$ cat src/rtl/fifo_rr_arbiter.sv
// rtl/fifo_rr_arbiter.sv - round-robin pop arbiter moving words from N_IN input FIFOs into one output FIFO
// Optional ARB_STRICT_PRIO0_EN: FIFO 0 gets strict priority, FIFOs 1..N_IN-1 round-robin among themselves.
module fifo_rr_arbiter #(
  parameter int         DATA_W    = 10,
  parameter int         N_IN      = 4,
  parameter logic [3:0] ACTIVE_ST = 4'b1000
) (
  input  logic                      clk,
  input  logic                      reset,
  input  logic [3:0]                state,
  input  logic [N_IN-1:0]           empty_in,
  input  logic [N_IN*DATA_W-1:0]    data_in,
  input  logic                      alm_full_out,
  output logic [N_IN-1:0]           pop_out,
  output logic                      push_out,
  output logic [DATA_W-1:0]         data_out,
  output logic [$clog2(N_IN)-1:0]   grant_idx
);

  localparam int IDX_W = $clog2(N_IN);
  localparam logic [IDX_W-1:0] LAST_IDX = IDX_W'(N_IN - 1);

  logic [N_IN-1:0]   pop_q, pop_d;
  logic [IDX_W-1:0]  last_grant_q, last_grant_d;
  logic              s1_valid_q, s1_valid_d;
  logic [IDX_W-1:0]  s1_idx_q, s1_idx_d;
  logic              push_q, push_d;
  logic [DATA_W-1:0] data_q, data_d;
  logic [IDX_W-1:0]  grant_q, grant_d;

  logic [N_IN-1:0]   eligible;
  logic              win_found;
  logic [IDX_W-1:0]  win_idx;
  logic [IDX_W-1:0]  idx_c;

  // A FIFO popped on the coming edge still shows a stale empty flag, so it is masked.
  always_comb begin
    eligible = '0;
    for (int i = 0; i < N_IN; i++) begin
      eligible[i] = (state == ACTIVE_ST) && !empty_in[i] && !alm_full_out && !pop_q[i];
    end
  end

  always_comb begin
    win_found = 1'b0;
    win_idx   = '0;
    idx_c     = '0;
`ifdef ARB_STRICT_PRIO0_EN
    if (eligible[0]) begin
      win_found = 1'b1;
      win_idx   = '0;
    end
    for (int off = 1; off <= N_IN; off++) begin
      idx_c = last_grant_q + IDX_W'(off);
      if (!win_found && (idx_c != '0) && eligible[idx_c]) begin
        win_found = 1'b1;
        win_idx   = idx_c;
      end
    end
`else
    for (int off = 1; off <= N_IN; off++) begin
      idx_c = last_grant_q + IDX_W'(off);
      if (!win_found && eligible[idx_c]) begin
        win_found = 1'b1;
        win_idx   = idx_c;
      end
    end
`endif
  end

  always_comb begin
    pop_d        = '0;
    last_grant_d = last_grant_q;
    if (win_found) begin
      pop_d[win_idx] = 1'b1;
`ifdef ARB_STRICT_PRIO0_EN
      if (win_idx != '0) last_grant_d = win_idx;
`else
      last_grant_d = win_idx;
`endif
    end

    s1_valid_d = |pop_q;
    s1_idx_d   = '0;
    for (int i = 0; i < N_IN; i++) begin
      if (pop_q[i]) s1_idx_d = IDX_W'(i);
    end

    // The popped word appears on data_in one edge after the pop, so stage 1 only carries the index.
    push_d  = s1_valid_q;
    data_d  = data_q;
    grant_d = grant_q;
    if (s1_valid_q) begin
      data_d  = data_in[int'(s1_idx_q) * DATA_W +: DATA_W];
      grant_d = s1_idx_q;
    end
  end

  always_ff @(posedge clk or posedge reset) begin
    if (reset) begin
      pop_q        <= '0;
      last_grant_q <= LAST_IDX;
      s1_valid_q   <= 1'b0;
      s1_idx_q     <= '0;
      push_q       <= 1'b0;
      data_q       <= '0;
      grant_q      <= '0;
    end else begin
      pop_q        <= pop_d;
      last_grant_q <= last_grant_d;
      s1_valid_q   <= s1_valid_d;
      s1_idx_q     <= s1_idx_d;
      push_q       <= push_d;
      data_q       <= data_d;
      grant_q      <= grant_d;
    end
  end

  assign pop_out   = pop_q;
  assign push_out  = push_q;
  assign data_out  = data_q;
  assign grant_idx = grant_q;

endmodule
$ cat config.mk
export PLATFORM = sky130hd
export DESIGN_NAME = fifo_rr_arbiter
export DESIGN_NICKNAME = d
export VERILOG_FILES = /design/src/rtl/fifo_rr_arbiter.sv
export SDC_FILE = /design/constraint.sdc
export NUM_CORES = 1
export LEC_CHECK = 0
export ABC_AREA = 1
export ABC_CLOCK_PERIOD_IN_PS = 3950
export BUFFER_PORTS_ARGS = -buffer_cell sky130_fd_sc_hd__buf_2
export CAP_MARGIN = 0
export CORE_MARGIN = 3
export CORE_UTILIZATION = 49
export DETAILED_ROUTE_END_ITERATION = 8
export PLACE_DENSITY_LB_ADDON = 0.1
export SYNTH_ARGS = -nofsm -noshare
export SYNTH_HDL_FRONTEND = slang
export SYNTH_SLANG_ARGS = --single-unit
$ cat constraint.sdc
create_clock -name clk -period 3.95 [get_ports clk]
set_clock_uncertainty 0.2 [all_clocks]
set_input_delay 0.79 -clock clk [delete_from_list [all_inputs] [get_ports clk]]
set_output_delay 0.79 -clock clk [all_outputs]
set_load 0.01 [all_outputs]
==> results of run 1 <==
[per-stage QoR]
| step | worst slack, ps | utilization, % |
|---|---|---|
| 4_1_cts | 1987 | 68.01 |
| 3_5_place_dp | 1646 | 66.62 |
| 2_1_floorplan | 1888 | - |
| 6_report | 1967 | 68.01 |
| 3_3_place_gp | 1664 | 66.62 |
| 5_1_grt | 1810 | 68.01 |
[how the worst min path moves through the flow]
stage	start	endpoint	slack [ps]	depth (start not counted)
final	pop_out[0]$_DFF_PP0_	push_d$_DFF_PP0_	310	2
after global routing	data_out[2]$_DFFE_PP0P_	data_out[2]$_DFFE_PP0P_	360	2
after CTS	pop_out[0]$_DFF_PP0_	push_d$_DFF_PP0_	320	2
after global placement	pop_out[0]$_DFF_PP0_	push_d$_DFF_PP0_	300	2
after floorplan	push_d$_DFF_PP0_	push_out$_DFF_PP0_	250	0
after detailed placement	pop_out[0]$_DFF_PP0_	push_d$_DFF_PP0_	290	2
[power breakdown]
part	switching (mW)	internal, mW	total (mW)	leakage, nW
logic	0.370	0.263	0.633	0.696
clock network	0.0668	0.0563	0.123	0.0210
registers	0.136	0.337	0.474	0.257
total	0.573	0.657	1.23	0.974
[logic make-up (layout without fill, tap and decap cells)]
kind of cell	Yosys count	after routing
DFF	22	22
xor gates and xnor gates	1	1
AOI/OAI and AO/OA	34	34
and+or+nand+nor	118	118
buffers and inverters	27	88
[sequential cells by signal (all words and copies together) (netlist names)]
name,cells
grant_idx,2
push_d,1
last_grant_q,2
data_out,10
push_out,1
s1_idx_q,2
pop_out,4
[final cells by class]
cell class / count / area (um^2) / area share [%]
Sequential cell: 22 / 553.0 / 31.13
Clock buffer: 4 / 36.28 / 2.042
Timing Repair Buffer: 67 / 335.3 / 18.87
Inverter: 17 / 63.81 / 3.592
Tap cell: 30 / 37.54 / 2.113
Multi-Input combinational cell: 153 / 750.7 / 42.25
[metal layers]
metal / wire length, um / vias to the layer above / global-route usage [%]
met5: 0 / - / 0
met2: 1546 / 48 / 29.78
met3: 240 / 5 / 5.184
li1: - / 774 / -
met4: 36 / 0 / 4.747
met1: 1530 / 637 / 25.89
[cell usage after synthesis, drive strengths merged]
cell type	instances	area, um^2
dfrtp	20	500.5
nand4	2	12.51
nor2	63	255.3
inv	17	63.81
a31oi	10	62.56
xnor2	1	27.53
o21ai	20	100.1
clkbuf	8	30.03
buf	2	18.77
a21oi	3	18.77
nand3	18	100.1
nand2	32	145.1
or2	1	6.260
nor3	2	15.01
o21bai	1	7.510
dfstp	2	52.55
[worst max-delay path: cells and delay by family, from the launching register on]
family / cells / cell delay [ps]
buffers and inverters: 1 / 440
DFF: 1 / 780
AOI/OAI and AO/OA: 2 / 420
[cell usage in the layout, fill, tap and decap left out]
cell / Yosys / layout
buf_2: 0 / 67
nor2_1: 61 / 61
nand2_1: 24 / 24
o21ai_0: 20 / 20
dfrtp_1: 20 / 20
nand3_1: 16 / 16
inv_1: 11 / 11
a31oi_1: 10 / 10
nand2_2: 7 / 7
inv_2: 6 / 6
clkbuf_4: 0 / 3
a21oi_1: 2 / 2
nand3_2: 2 / 2
nand4_1: 2 / 2
dfstp_2: 2 / 2
nor2_8: 1 / 1
xnor2_4: 1 / 1
nor3_1: 1 / 1
nand2_4: 1 / 1
nor2_2: 1 / 1
nor3_2: 1 / 1
a21oi_2: 1 / 1
or2_2: 1 / 1
o21bai_1: 1 / 1
clkbuf_8: 0 / 1
==> flow_summary.json, run 1 <==
{
  "vias": 1464,
  "h-tree-depth": 1,
  "yosys_warnings": 0,
  "grt_pass1_wl_mm": 5.202,
  "worstPathArrival_ps": 1960,
  "fin_crit_sh_pct": 50.21,
  "grt_pass1_vias": 1195,
  "min_path_type": "register to register",
  "rsz0062_at_grt": "no",
  "ant_nets": 0,
  "end_kind": "register",
  "cts_tree": "built",
  "overflow": 0,
  "ff2ff_setup_slack_ps": 1970,
  "area_growth_pct": 25.44,
  "synthXorXnorAreaFrac_pct": 1.943,
  "max-cap-violations": 0,
  "status": "complete, no violations",
  "synth_top_family_by_area": "simple AND/OR/NAND/NOR gates",
  "port_buffers": 67,
  "grt_start_max_net_pins": 26,
  "drc_errors": 0,
  "die_h_um": 59.77,
  "max_stage_delay_ps": 780,
  "cp.required_ps": 3930,
  "cts_resized": 0,
  "drt-initial-drc-count": 93,
  "fp-row-count": 18,
  "synth_seq_cells": 22,
  "cts_setup_buffers": 0,
  "die_x_um": 59.77,
  "cts_hold_buf": 0,
  "grt_use_total_pct": 18.97,
  "synth_cell_types": 25,
  "cp_max_fo": 21,
  "viasPerCell": 4.997,
  "synthCells": 202,
  "fin_nets": 315,
  "drive_above_1_share_pct": 36.12,
  "synth-seq-area-share_pct": 39.05,
  "postSynthAreaPerCell_um2": 7.012,
  "cts_inserted_buffers": 3,
  "hold_viol": 0,
  "irDropWorstVdd_v": 0.0005615,
  "dieArea_mm2": 0.003572,
  "yosys.area_share.adder_pct": 0,
  "core_mm2": 0.002613,
  "synth_compound_area_share_pct": 13.34,
  "clock_path_buffers": 2,
  "detail_route.wirelength_mm": 3.353,
  "r2r_cells": 3,
  "crit_path_start": "s1_idx_q[0]$_DFF_PP0_",
  "placed_cells": 289,
  "r2r_start": "s1_idx_q[0]$_DFF_PP0_",
  "report.final.slew_viol_count": 0,
  "firstDrtPassIters": 4,
  "power_mw": 1.230,
  "antenna_found_initial": 0,
  "hpwl_mm": 2.629,
  "critPathSlowestCell": "dfrtp_1",
  "fmaxAchievable_ghz": 0.5042,
  "synth_area_mm2": 0.001416,
  "path_cells": "inv_1 > o21ai_0 > a31oi_1",
  "p_per_area_mw_per_mm2": 692.1,
  "tightest_slew_ps": 789.1,
  "period_minus_slack_ps": 1983,
  "synthMuxAreaShare_pct": 0,
  "tns_ps": 0,
  "cts_root_buf": "clkbuf_4",
  "clk_pin_slew_ps": 120,
  "gp_congestion": 0.7813,
  "clock_latency_ps": 310,
  "whs_ps": 312.7,
  "path_class": "register to register",
  "placed_cell_area_mm2": 0.001740,
  "wl_per_cell_um": 11.44,
  "setup_viol": 0,
  "syn_nets": 253,
  "relSlewSlack_pct": 47.34,
  "start_util_pct": 54.21,
  "reg2reg_to": "data_out[5]$_DFFE_PP0P_",
  "io_pins": 68,
  "yosys.area_share.simple_pct": 37.72,
  "diodes": 0,
  "nFillCells": 243,
  "p_leak_nw": 0.9743,
  "stdcell_count": 293,
  "clock-sinks": 22,
  "fin_area_mm2": 0.001777,
  "endpoint": "data_out[5]$_DFFE_PP0P_",
  "cp-start-kind": "register"
}
No activity file was read; power rests on OpenSTA's default activity.
==> run 2: changes to the inputs <==
Settings changed: ABC_CLOCK_PERIOD_IN_PS 3950 to 2000, CORE_UTILIZATION 49 to 46.
Clock period 3.95 ns to 2 ns, I/O delays scaled along.
==> flow_summary.json, run 2 (same netlist as run 1, synthesis figures left out) <==
{
  "path_class": "register to register",
  "path_depth": 9,
  "status": "complete, no violations",
  "placed_cells": 293,
  "p_per_area_mw_per_mm2": 1337,
  "firstDrtPassIters": 4,
  "ant_nets": 0,
  "fp-row-count": 19,
  "stdcell_count": 298,
  "port_buffers": 67,
  "setup_viol": 0,
  "die_x_um": 61.49,
  "antenna_found_initial": 0,
  "max_stage_delay_ps": 650,
  "end_kind": "register",
  "clk_pin_slew_ps": 110,
  "switchingPower_mw": 1.116,
  "clock_latency_ps": 300,
  "min_path_type": "input pin to register",
  "tns_ps": 0,
  "grt_pass1_wl_mm": 5.078,
  "endpoint": "pop_out[2]$_DFF_PP0_",
  "preCtsSetupSlack_ps": 113.7,
  "h-tree-depth": 1,
  "p_int_mw": 1.292,
  "dieArea_mm2": 0.003781,
  "hold_viol": 0,
  "clkPwrFrac_pct": 8.1,
  "io_pins": 68,
  "drive_above_1_share_pct": 36.33,
  "drt-initial-drc-count": 76,
  "cp-start-kind": "register",
  "relSlewSlack_pct": 64.66,
  "largest_reg_flops": 10,
  "gp_congestion": 0.8169,
  "fin_nets": 319,
  "crit_path_start": "last_grant_q[0]$_DFFE_PP1P_",
  "cts_resized": 0,
  "layout_commonest_cell": "buf_2",
  "hpwl_mm": 2.603,
  "die_h_um": 61.49,
  "core_mm2": 0.002853,
  "clock-sinks": 22,
  "report.final.slew_viol_count": 0,
  "r2r_start": "last_grant_q[0]$_DFFE_PP1P_",
  "clock_path_buffers": 2,
  "rsz0062_at_grt": "no",
  "max-cap-violations": 0,
  "cpLargestDelayFamily": "simple AND/OR/NAND/NOR gates",
  "layout_common_cells": "67 x buf_2, 61 x nor2_1, 24 x nand2_1, 20 x o21ai_0, 20 x dfrtp_1",
  "overflow": 0,
  "start_util_pct": 49.65,
  "ff2ff_setup_slack_ps": 160,
  "cts_root_buf": "clkbuf_4",
  "diodes": 0,
  "vias": 1479,
  "tightest_slew_ps": 529.5,
  "viasPerCell": 4.963,
  "reg2reg_to": "pop_out[2]$_DFF_PP0_",
  "whs_ps": 184.8,
  "critPathSlowestCell": "dfstp_2",
  "irDropWorstVdd_v": 0.0008450,
  "worst_slack_ps": 156.8,
  "path_cells": "inv_2 > nand3_1 > nand3_1 > nand2_2 > inv_2 > nor3_2 > inv_2 > nand2_2 > nor2_1",
  "cp_max_fo": 7,
  "worstPathArrival_ps": 1830,
  "p_comb_share_pct": 57.9,
  "grt_pass1_vias": 1194,
  "cts_tree": "built",
  "switching_share_pct": 46.34,
  "nFillCells": 264,
  "cp.required_ps": 1990,
  "drc_errors": 0,
  "critPathBufInv": 3,
  "fin_crit_sh_pct": 92.16,
  "cp_common_cell": "inv_2",
  "wl_per_cell_um": 10.95,
  "p_leak_nw": 0.9871,
  "period_minus_slack_ps": 1843,
  "detail_route.wirelength_mm": 3.264,
  "grt_start_max_net_pins": 26,
  "fmaxAchievable_ghz": 0.5425,
  "power_frac_seq_pct": 34.0,
  "grt_use_total_pct": 17.55,
  "cts_inserted_buffers": 3,
  "r2r_cells": 9,
  "final_util_pct": 63.11,
  "area_growth_pct": 27.12
}
==> run 2: cell types whose count changed in the layout (fill, tap and decap cells not counted), sizes merged <==
cell / previous run / this run
buf: 67 / 70
dlygate4sd3: 0 / 1
==> run 2: worst min-delay path by stage <==
stage | from | to | slack, ps | cells past startpoint
floorplan | reset | data_out[0]$_DFFE_PP0P_ | 190 | 1
global placement | reset | data_out[7]$_DFFE_PP0P_ | 240 | 3
detailed placement | reset | data_out[7]$_DFFE_PP0P_ | 240 | 3
CTS | data_in[12] | data_out[2]$_DFFE_PP0P_ | 180 | 3
global route | data_in[12] | data_out[2]$_DFFE_PP0P_ | 180 | 3
finish | data_in[12] | data_out[2]$_DFFE_PP0P_ | 180 | 3
==> run 2: routing by layer <==
metal / GRT usage, % / share of wire [%] / vias to the layer above / wire length, um
met4: 4.848 / 0.80 / 0 / 26
met2: 28.10 / 50 / 36 / 1623
met1: 23.83 / 44 / 660 / 1448
met3: 3.983 / 5.1 / 2 / 166
met5: 0 / 0 / - / 0
li1: - / - / 781 / -
==> run 2: worst min-delay path: cells and delay by family <==
kind,cells,cell delay [ps]
AO/OA/AOI/OAI,2,170
buffers and inverters,1,70
==> run 2: final cells by class <==
type / instances / area, um^2 / area share (%)
inverter: 17 / 63.81 / 3.544
multi-input combinational: 153 / 750.7 / 41.70
tap: 31 / 38.79 / 2.154
sequential: 22 / 553.0 / 30.72
timing repair buffer: 71 / 367.9 / 20.43
clock buffer: 4 / 26.28 / 1.459
==> run 2: timing repair <==
action	4_1_cts	5_1_grt
hold buffers	1	0
setup buffers	0	0
hold endpoints to repair	20	0
==> run 2: power groups by stage <==
| stage | logic (mW) | registers, mW | clock network [mW] |
|---|---|---|---|
| 2_1_floorplan | 0.993 | 0.861 | 0 |
| 3_3_place_gp | 1.39 | 0.830 | 0 |
| 3_5_place_dp | 1.40 | 0.829 | 0 |
| 4_1_cts | 1.41 | 0.822 | 0.207 |
| 5_1_grt | 1.58 | 0.854 | 0.224 |
| 6_report | 1.39 | 0.818 | 0.195 |
==> run 2: through the flow <==
step | area, um^2 | total power, mW
finish | 1800 | 2.408
global route | 1800 | 2.656
CTS | 1800 | 2.434
detailed placement | 1764 | 2.232
global placement | 1764 | 2.222
floorplan | 1416 | 1.854
